==> src/rtl/csi2_transmitter_if.sv <==
// CSI-2 transmitter handshake and lane bus.
// The master side issues packet requests and supplies payload; the slave side drives the PHY lanes.
interface csi2_transmitter_if #(
    parameter int NUM_LANES = 2
);
    logic                       packet_valid;
    logic                       packet_ready;
    logic [1:0]                 virtual_channel;
    logic [5:0]                 data_type;
    logic [15:0]                word_count;
    logic [NUM_LANES-1:0][7:0]  payload_data;
    logic                       payload_valid;
    logic                       payload_ready;
    logic [NUM_LANES-1:0][7:0]  lane_data;
    logic [NUM_LANES-1:0]       lane_enable;
    logic                       hs_request;
    logic                       underflow;

    modport master (
        output packet_valid, virtual_channel, data_type, word_count, payload_data, payload_valid,
        input  packet_ready, payload_ready, lane_data, lane_enable, hs_request, underflow
    );

    modport slave (
        input  packet_valid, virtual_channel, data_type, word_count, payload_data, payload_valid,
        output packet_ready, payload_ready, lane_data, lane_enable, hs_request, underflow
    );
endinterface

==> src/rtl/csi2_transmitter.sv <==
// CSI-2 packet framer: request -> SOT, header(+ECC), payload, footer, EOT over NUM_LANES byte lanes.
// Latency: first header byte two cycles after acceptance; payload bytes go out in the cycle they are taken.
// Backpressure: none on the PHY side; payload starvation sends 0x00 and pulses underflow. Optional CRC: CSI2_TX_CRC_EN.
module csi2_transmitter #(
    parameter int NUM_LANES = 2
) (
    input  logic              clock_p,
    input  logic              reset_n,
    csi2_transmitter_if.slave bus
);
    typedef enum logic [2:0] {IDLE, SOT, HEADER, PAYLOAD, FOOTER, EOT} state_t;

    state_t                     state;
    state_t                     state_d;
    logic [7:0]                 hdr_di;
    logic [15:0]                wc_q;
    logic [7:0]                 ecc_q;
    logic                       long_q;
    logic [16:0]                cnt;
    logic [16:0]                base_d;
    logic [16:0]                pay_end;
    logic [16:0]                total;
    logic                       live;
    logic                       rdy_q;
    logic                       hs_q;
    logic [NUM_LANES-1:0]       en_q, en_d;
    logic [NUM_LANES-1:0]       pay_mask, pay_d;
    logic [NUM_LANES-1:0]       flo_mask, flo_d;
    logic [NUM_LANES-1:0]       fhi_mask, fhi_d;
    logic [NUM_LANES-1:0][7:0]  hdr_lane, hdr_d;
    logic [NUM_LANES-1:0][7:0]  pay_byte;
    logic [NUM_LANES-1:0][7:0]  lane_mux;
    logic [15:0]                crc_cur;

    function automatic logic [7:0] ecc_calc(input logic [23:0] d);
        ecc_calc = {2'b00,
                    ^(d & 24'hEFFC00), ^(d & 24'hDF03F0), ^(d & 24'hB8E38E),
                    ^(d & 24'h749A6D), ^(d & 24'hF2555B), ^(d & 24'hF12CB7)};
    endfunction

    assign pay_end = 17'd4 + {1'b0, wc_q};
    assign total   = long_q ? pay_end + 17'd2 : 17'd4;
    assign base_d  = (state == SOT) ? 17'd0 : cnt + 17'(NUM_LANES);
    assign live    = (state == SOT) || (state == HEADER) || (state == PAYLOAD) || (state == FOOTER);

    always_comb begin
        if (base_d >= total)        state_d = EOT;
        else if (base_d < 17'd4)    state_d = HEADER;
        else if (base_d < pay_end)  state_d = PAYLOAD;
        else                        state_d = FOOTER;
    end

    // Classify every lane of the upcoming cycle by its stream byte index.
    always_comb begin
        logic [16:0] b;
        b     = '0;
        en_d  = '0;
        pay_d = '0;
        flo_d = '0;
        fhi_d = '0;
        hdr_d = '0;
        for (int l = 0; l < NUM_LANES; l++) begin
            b        = base_d + 17'(l);
            en_d[l]  = live && (b < total);
            pay_d[l] = live && long_q && (b >= 17'd4) && (b < pay_end);
            flo_d[l] = live && long_q && (b == pay_end);
            fhi_d[l] = live && long_q && (b == pay_end + 17'd1);
            if (live && (b < 17'd4)) begin
                case (b[1:0])
                    2'd0:    hdr_d[l] = hdr_di;
                    2'd1:    hdr_d[l] = wc_q[7:0];
                    2'd2:    hdr_d[l] = wc_q[15:8];
                    default: hdr_d[l] = ecc_q;
                endcase
            end
        end
    end

    always_comb begin
        for (int l = 0; l < NUM_LANES; l++)
            pay_byte[l] = bus.payload_valid ? bus.payload_data[l] : 8'h00;
    end

`ifdef CSI2_TX_CRC_EN
    logic [15:0] crc_q;

    function automatic logic [15:0] crc_byte(input logic [15:0] c, input logic [7:0] d);
        logic [15:0] r;
        r = c ^ {8'h00, d};
        for (int i = 0; i < 8; i++)
            r = r[0] ? ((r >> 1) ^ 16'h8408) : (r >> 1);
        return r;
    endfunction

    // Footer lanes sharing the last payload cycle need the bytes of that same cycle folded in.
    always_comb begin
        crc_cur = crc_q;
        for (int l = 0; l < NUM_LANES; l++)
            if (pay_mask[l]) crc_cur = crc_byte(crc_cur, pay_byte[l]);
    end

    always_ff @(posedge clock_p) begin
        if (!reset_n)           crc_q <= 16'hFFFF;
        else if (state == SOT)  crc_q <= 16'hFFFF;
        else if (|pay_mask)     crc_q <= crc_cur;
    end
`else
    assign crc_cur = 16'h0000;
`endif

    always_comb begin
        for (int l = 0; l < NUM_LANES; l++) begin
            if (pay_mask[l])      lane_mux[l] = pay_byte[l];
            else if (flo_mask[l]) lane_mux[l] = crc_cur[7:0];
            else if (fhi_mask[l]) lane_mux[l] = crc_cur[15:8];
            else                  lane_mux[l] = hdr_lane[l];
        end
    end

    always_ff @(posedge clock_p) begin
        if (!reset_n) begin
            state    <= IDLE;
            rdy_q    <= 1'b0;
            hs_q     <= 1'b0;
            en_q     <= '0;
            pay_mask <= '0;
            flo_mask <= '0;
            fhi_mask <= '0;
            hdr_lane <= '0;
            cnt      <= '0;
            hdr_di   <= '0;
            wc_q     <= '0;
            ecc_q    <= '0;
            long_q   <= 1'b0;
        end else begin
            en_q     <= en_d;
            pay_mask <= pay_d;
            flo_mask <= flo_d;
            fhi_mask <= fhi_d;
            hdr_lane <= hdr_d;
            case (state)
                IDLE: begin
                    if (bus.packet_valid && rdy_q) begin
                        hdr_di <= {bus.virtual_channel, bus.data_type};
                        wc_q   <= bus.word_count;
                        ecc_q  <= ecc_calc({bus.word_count, bus.virtual_channel, bus.data_type});
                        long_q <= (bus.data_type > 6'h0F);
                        rdy_q  <= 1'b0;
                        hs_q   <= 1'b1;
                        state  <= SOT;
                    end else begin
                        rdy_q  <= 1'b1;
                    end
                end
                SOT: begin
                    cnt   <= 17'd0;
                    state <= HEADER;
                end
                HEADER, PAYLOAD, FOOTER: begin
                    cnt   <= base_d;
                    state <= state_d;
                end
                EOT: begin
                    hs_q  <= 1'b0;
                    rdy_q <= 1'b1;
                    state <= IDLE;
                end
                default: state <= IDLE;
            endcase
        end
    end

    assign bus.packet_ready  = rdy_q;
    assign bus.hs_request    = hs_q;
    assign bus.lane_enable   = en_q;
    assign bus.lane_data     = lane_mux;
    assign bus.payload_ready = |pay_mask;
    assign bus.underflow     = (|pay_mask) & ~bus.payload_valid;
endmodule

==> src/flat_wrapper.sv <==
// flat-port wrapper written by rule: the top's interface ports become plain ports
module csi2_transmitter_flat 
#(
    parameter int NUM_LANES = 2
)
  (clock_p, reset_n, bus_packet_valid, bus_virtual_channel, bus_data_type, bus_word_count, bus_payload_data, bus_payload_valid, bus_packet_ready, bus_payload_ready, bus_lane_data, bus_lane_enable, bus_hs_request, bus_underflow);
  csi2_transmitter_if #(.NUM_LANES(NUM_LANES)) bus_i ();
  input  logic clock_p;
  input  logic reset_n;
  input wire logic [$bits(bus_i.packet_valid)-1:0] bus_packet_valid;
  input wire logic [$bits(bus_i.virtual_channel)-1:0] bus_virtual_channel;
  input wire logic [$bits(bus_i.data_type)-1:0] bus_data_type;
  input wire logic [$bits(bus_i.word_count)-1:0] bus_word_count;
  input wire logic [$bits(bus_i.payload_data)-1:0] bus_payload_data;
  input wire logic [$bits(bus_i.payload_valid)-1:0] bus_payload_valid;
  output wire logic [$bits(bus_i.packet_ready)-1:0] bus_packet_ready;
  output wire logic [$bits(bus_i.payload_ready)-1:0] bus_payload_ready;
  output wire logic [$bits(bus_i.lane_data)-1:0] bus_lane_data;
  output wire logic [$bits(bus_i.lane_enable)-1:0] bus_lane_enable;
  output wire logic [$bits(bus_i.hs_request)-1:0] bus_hs_request;
  output wire logic [$bits(bus_i.underflow)-1:0] bus_underflow;
  assign bus_i.packet_valid = bus_packet_valid;
  assign bus_i.virtual_channel = bus_virtual_channel;
  assign bus_i.data_type = bus_data_type;
  assign bus_i.word_count = bus_word_count;
  assign bus_i.payload_data = bus_payload_data;
  assign bus_i.payload_valid = bus_payload_valid;
  assign bus_packet_ready = bus_i.packet_ready;
  assign bus_payload_ready = bus_i.payload_ready;
  assign bus_lane_data = bus_i.lane_data;
  assign bus_lane_enable = bus_i.lane_enable;
  assign bus_hs_request = bus_i.hs_request;
  assign bus_underflow = bus_i.underflow;
  csi2_transmitter #(.NUM_LANES(NUM_LANES)) u_core (.clock_p(clock_p), .reset_n(reset_n), .bus(bus_i));
endmodule
==> config.mk <==
export PLATFORM = sky130hd
export DESIGN_NAME = csi2_transmitter_flat
export DESIGN_NICKNAME = d
export VERILOG_FILES = /design/src/rtl/csi2_transmitter_if.sv /design/src/rtl/csi2_transmitter.sv /design/src/flat_wrapper.sv
export SDC_FILE = /design/constraint.sdc
export NUM_CORES = 1
export LEC_CHECK = 0
export BUFFER_PORTS_ARGS = -buffer_cell sky130_fd_sc_hd__clkbuf_2
export CAP_MARGIN = 40
export CORE_AREA = 2 2 140 142
export DETAILED_ROUTE_END_ITERATION = 8
export DIE_AREA = 0 0 142 144
export SLEW_MARGIN = 25
export SYNTH_ARGS = -nofsm -noshare
export SYNTH_HDL_FRONTEND = slang
export SYNTH_SLANG_ARGS = --single-unit
==> constraint.sdc <==
create_clock -name clock_p -period 10.6 [get_ports clock_p]
set_input_delay 0.53 -clock clock_p [delete_from_list [all_inputs] [get_ports clock_p]]
set_output_delay 0.53 -clock clock_p [all_outputs]
set_load 0.01 [all_outputs]
Word level (Yosys, flattened, before mapping)
Index checks and enable logic that the tools add are counted.
W data, S select, Z words.
Word-level totals
  bits in registers: 77
  input port bits: 44
  output and inout bits: 22
Cells by class
  add/subtract/negate cells: 5
  order comparisons: 10
  equality and inequality tests: 14
  muxes and demuxes: 22
  bitwise logic cells: 2
  reductions and logical operators: 34
Operators by type and width (number)
  $reduce_xor A24 Y1: 6
  $eq A17 B17 Y1: 4
  $lt A17 B17 Y1: 4
  $mux W8: 8
  $pmux W8 S3: 2
  $add A17 B1 Y17 const B: 2
  $add A17 B2 Y17 const B: 2
  $ge A17 B3 Y1 const B: 2
  $lt A17 B3 Y1 const B: 2
  $mux W17: 2
  $pmux W17 S2: 1
  $add A3 B16 Y17 const A: 1
  $ge A17 B17 Y1: 1
  $logic_and A1 B1 Y1: 14
  $mux W3: 4
  $pmux W3 S3: 1
  $reduce_and A2 Y1: 4
  $eq A3 B2 Y1 const B: 2
  $eq A3 B3 Y1 const B: 2
  $gt A6 B4 Y1 const B: 1
  $eq A2 B1 Y1 const B: 2
  $eq A2 B2 Y1 const B: 2
  $logic_not A2 Y1: 2
  $pmux W1 S2: 2
  other kinds (10): 14

Depth between registers and ports, before layout
  depth in word-level cells: 7
  depth in mapped cells: 22
  depth with buffers taken out: 19

Worst setup path before layout
No wires, ideal clock.
  path kind: reg-to-reg
  start point: register u_core.state[0]
  end point: register u_core.en_q[1] (netlist: u_core.bus.lane_enable[1])
  library setup time: 0.087 ns
  data arrival time: 4.184 ns
  data required time: 10.513 ns
  path slack: 6.329 ns
  cell stages (with the launch flop): 23
  period minus slack after synthesis: 4.271 ns
  cell sequence: dfxtp_1 > buf_6 > nor3b_1 > buf_2 > buf_1 > nor2_1 > ha_1 > clkbuf_1 > nand3_1 > nor4_4 > nor3b_2 > and3_1 > nand2_1 > xnor2_1 > ha_1 > a21oi_1 > nor2b_1 > o21ai_0 > and3b_1 > nand2_1 > a41oi_1 > a21oi_1 > o31ai_1
On the way
  word-level cells in the longest chain between the ends: 5
  elaborated cells on any way between the ends: 11
  those cells by class: 1 x add/sub; 1 x order compare; 4 x eq/ne; 1 x mux; 4 x reduce/logical
RTL lines
  from (decl): line csi2_transmitter.sv:13  | state_t state;
  from (signal assigned): line csi2_transmitter.sv:161  | state <= state_d;
  $eq A3 B1 Y1 / $eq A3 B2 Y1 (equally long branches): line csi2_transmitter.sv:43, csi2_transmitter.sv:44
  $mux W17 / $logic_or A1 B1 Y1 (equally long branches): line csi2_transmitter.sv:43, csi2_transmitter.sv:44
  $add A17 B1 Y17 / $logic_or A1 B1 Y1 (equally long branches): line csi2_transmitter.sv:63, csi2_transmitter.sv:44
  $lt A17 B17 Y1 / $logic_or A1 B1 Y1 (equally long branches): line csi2_transmitter.sv:64, csi2_transmitter.sv:44
  $logic_and A1 B1 Y1 *: line csi2_transmitter.sv:64  | en_d[l] = live && (b < total);
  to (signal assigned): line csi2_transmitter.sv:136  | en_q <= en_d;
  to (decl): line csi2_transmitter.sv:26  | logic [NUM_LANES-1:0] en_q, en_d;
Mark *: on every way between the ends. The rest lies on a longest branch, timed or not.
A chain may end at the register's enable or synchronous reset.

Worst setup path after layout
  start point: register u_core.state[2]
  end point: register u_core.en_q[1] (netlist: u_core.bus.lane_enable[1])
Same word-level chain as after synthesis.

==> results.md <==
* Status: finished with violations
* Failing checks: design-rule violations
* Peak supply drop at 0.0000918 V
* Worst EP required at about 11 ns
* CP max FO at 22
* Final hold vios at 0
* Antenna Cells at 0
* Final worst slack at 5.12 ns
* Total power at around 0.9 mW
* Clock buffer depth at 2
* Routed len/inst at 17.9 microns
* DRC at 1
* Static Leak at around 3.5 nW
* CTS tree: done
* CP endpoint kind: flip-flop
* Nets at around 1200
* Max Clock Skew at ~0.011 ns
* Chip height at ~140 microns
* Final core occ at 0.461
* Vias in the first global route at about 7000
* Sequential area share after synthesis at 0.191
* Hold slack at 0.425 ns
* Hold WC Path Type: in2reg
* Number of synthesized flops with an enable pin at 0
* Top_reg_cell synth: dfxtp_1
* Distinct cells, synth at between 70 and 80
* Drt total wl at around 24 mm
* Clock transition at path regs at 0.07 ns
* Via density at between 5 and 6
* Top cells by count, synth: nand2_1, xnor2_1, a21oi_1
* Register bit total from synthesis at 77
* Final ANT Viol Nets at 0
* Worst-Skew Late Latency at around 0.35 ns
* DR vias at 7849
* Syn Area/Cell at 7.63 sq um
* Initial DRT Pass Iterations at 9
* I/O pin count at 66
* Hold_buf cts at 0
* Worst setup path category: reg2reg
* GRT overflow at 0
* H-tree Lvls at 3
* FFs w/ async S/R, synth at 0
* Dpl ws at roughly 5.3 ns
* Final non-filler cell total at 1321
* Rel. slew slack at 0.492
* Syn Inst Count at ~1100
* Clk sink count at 77
* Post-route clock period utilization at 0.517
* Die ar. at just over 20000 sq um
* DRT iter0 DRCs at 749
* DP Cell Count at around 1300
* Final Cell Area at just under 9000 sq um
* Total CTS buffers at 9
* Dpl cell area at approximately 8500 sq um
* Post-synth net total at about 1200
* Initial Utilization at 0.423
* Core area at 19100 sq um
* Port Buffers at 65
* Post-layout minimum cycle time at 5.48 ns
* Count leader, synth: nand2_1
* Share of the synthesized area in the top cell type at 0.191
* RSZ-0062 raised after global routing: false
* Pwr/cell area at between 90 and 100 nW/um^2
* Startpoint types: flip-flop
* Largest net degree at the start of global routing at 41
* Rows at between 50 and 60
* Synth area leaders: dfxtp_1, ha_1, xnor2_1
* Syn Std Cell Area at between 8000 and 9000 sq um
* DPL Wire Length at approximately 19 mm
* Cell taking the most area after synthesis: dfxtp_1
* # fillers at 1923
* FMAX at about 0.18 GHz
* First-pass GRT wire length at roughly 38 mm
* Routability cong. at approximately 0.92
* Endpoints failing setup at 0
* # resized after CTS at 0
* Total setup buffers inserted after CTS at 0
* Tightest Pin Transition at about 0.76 ns
* Critical path data arrival time at around 5.8 ns
* Layout cells sized above 1 at 0.113
* Die Wd at between 100 and 150 microns
* Fin. max-slew vios at 0
* GRT Total Usage at 0.232
* Max_cap viols at 0
* CTS root buffer: clkbuf_16
* Antenna violations before repair at 0
* Yosys Warn Count at 0
* Synth-to-layout area growth at 9.01%
* Post-route setup TNS at 0 ns
[cell usage in the layout, fill, tap and decap left out, types with 6 or more instances in the layout]
cell type,instances
dfxtp_1,77
nand2b_1,6
a211oi_1,7
xor2_1,32
a222oi_1,16
inv_1,34
nor4_1,16
xnor2_1,96
o21a_1,16
o21ai_0,36
maj3_1,10
clkbuf_2,66
a21o_1,18
nand3_1,43
a22o_1,16
o221ai_1,11
and3_1,11
a21oi_1,87
or3_1,12
nor2b_1,11
a31oi_1,14
nand4_1,23
nand2_1,105
ha_1,80
nor3_1,27
nor2_1,82
buf_4,10
clkbuf_16,9
[state kept, by name (all words and copies together), names as in the netlist]
| signal | flops |
|---|---|
| u_core.hdr_di | 8 |
| u_core.fhi_mask | 2 |
| u_core.state | 3 |
| u_core.flo_mask | 2 |
| u_core.bus.packet_ready | 1 |
| u_core.pay_mask | 2 |
| u_core.bus.hs_request | 1 |
| u_core.long_q | 1 |
| u_core.wc_q | 16 |
| u_core.hdr_lane | 16 |
| u_core.cnt | 17 |
| u_core.ecc_q | 6 |
| u_core.bus.lane_enable | 2 |
[layer usage]
metal	track usage	vias to the layer above	part of all wire
met4	0.0637	0	0.018
met1	0.336	3714	0.49
met2	0.364	215	0.45
met5	0	-	0
li1	-	3893	-
met3	0.0245	27	0.045
[cell families (layout without fill, tap and decap cells)]
logic type | count (synthesis) | after routing | share of synthesized area
adder cells (fa/ha/maj) | 90 | 90 | 0.137
AO/OA/AOI/OAI | 262 | 262 | 0.217
buffers and inverters | 104 | 130 | 0.0534
AND/OR/NAND/NOR | 385 | 385 | 0.246
flip-flops | 77 | 77 | 0.191
XOR/XNOR | 130 | 130 | 0.144
multiplexers | 9 | 9 | 0.0118
[power breakdown]
part           total [mW]  switching (mW)  internal, mW
registers           0.327          0.0233         0.304
clock network       0.308           0.144         0.164
logic               0.239           0.140        0.0993
total               0.874           0.307         0.567
[final cells by class]
class | count | area [sq um] | share of cell area
multi-input combinational | 876 | 6100 | 0.694
sequential | 77 | 1540 | 0.175
timing repair buffer | 79 | 423 | 0.0481
tap | 238 | 298 | 0.0339
clock buffer | 9 | 225 | 0.0256
inverter | 35 | 131 | 0.0149
clock inverter | 7 | 67.6 | 0.00769
[path summary, 6_finish.rpt]
check / from / endpoint / slack (ns) / cells past startpoint
min: bus_word_count[1] / u_core.wc_q[1] / 0.42 / 3
max reg2reg: u_core.state[2] / u_core.bus.lane_enable[1] / 5.12 / 19
min reg2reg: u_core.hdr_di[5] / u_core.hdr_di[5] / 0.48 / 2
max: u_core.state[2] / u_core.bus.lane_enable[1] / 5.12 / 19
[worst max-delay path, cell delays in order, from the launching register on]
cell and delay [ns]:
dfxtp_1 0.79, or3b_2 0.41, nand2_1 0.25, inv_1 0.23, ha_1 0.65, nand3_1 0.27
nor4_4 0.47, nor3b_2 0.38, and3_1 0.26, nand2_1 0.14, xnor2_1 0.27, ha_1 0.30
a21oi_1 0.17, nor2b_1 0.06, o21ai_0 0.16, and3b_1 0.21, nand2_1 0.08, a41oi_1 0.19
a21oi_1 0.06, o31ai_1 0.06
No activity file was read; power rests on OpenSTA's default activity.
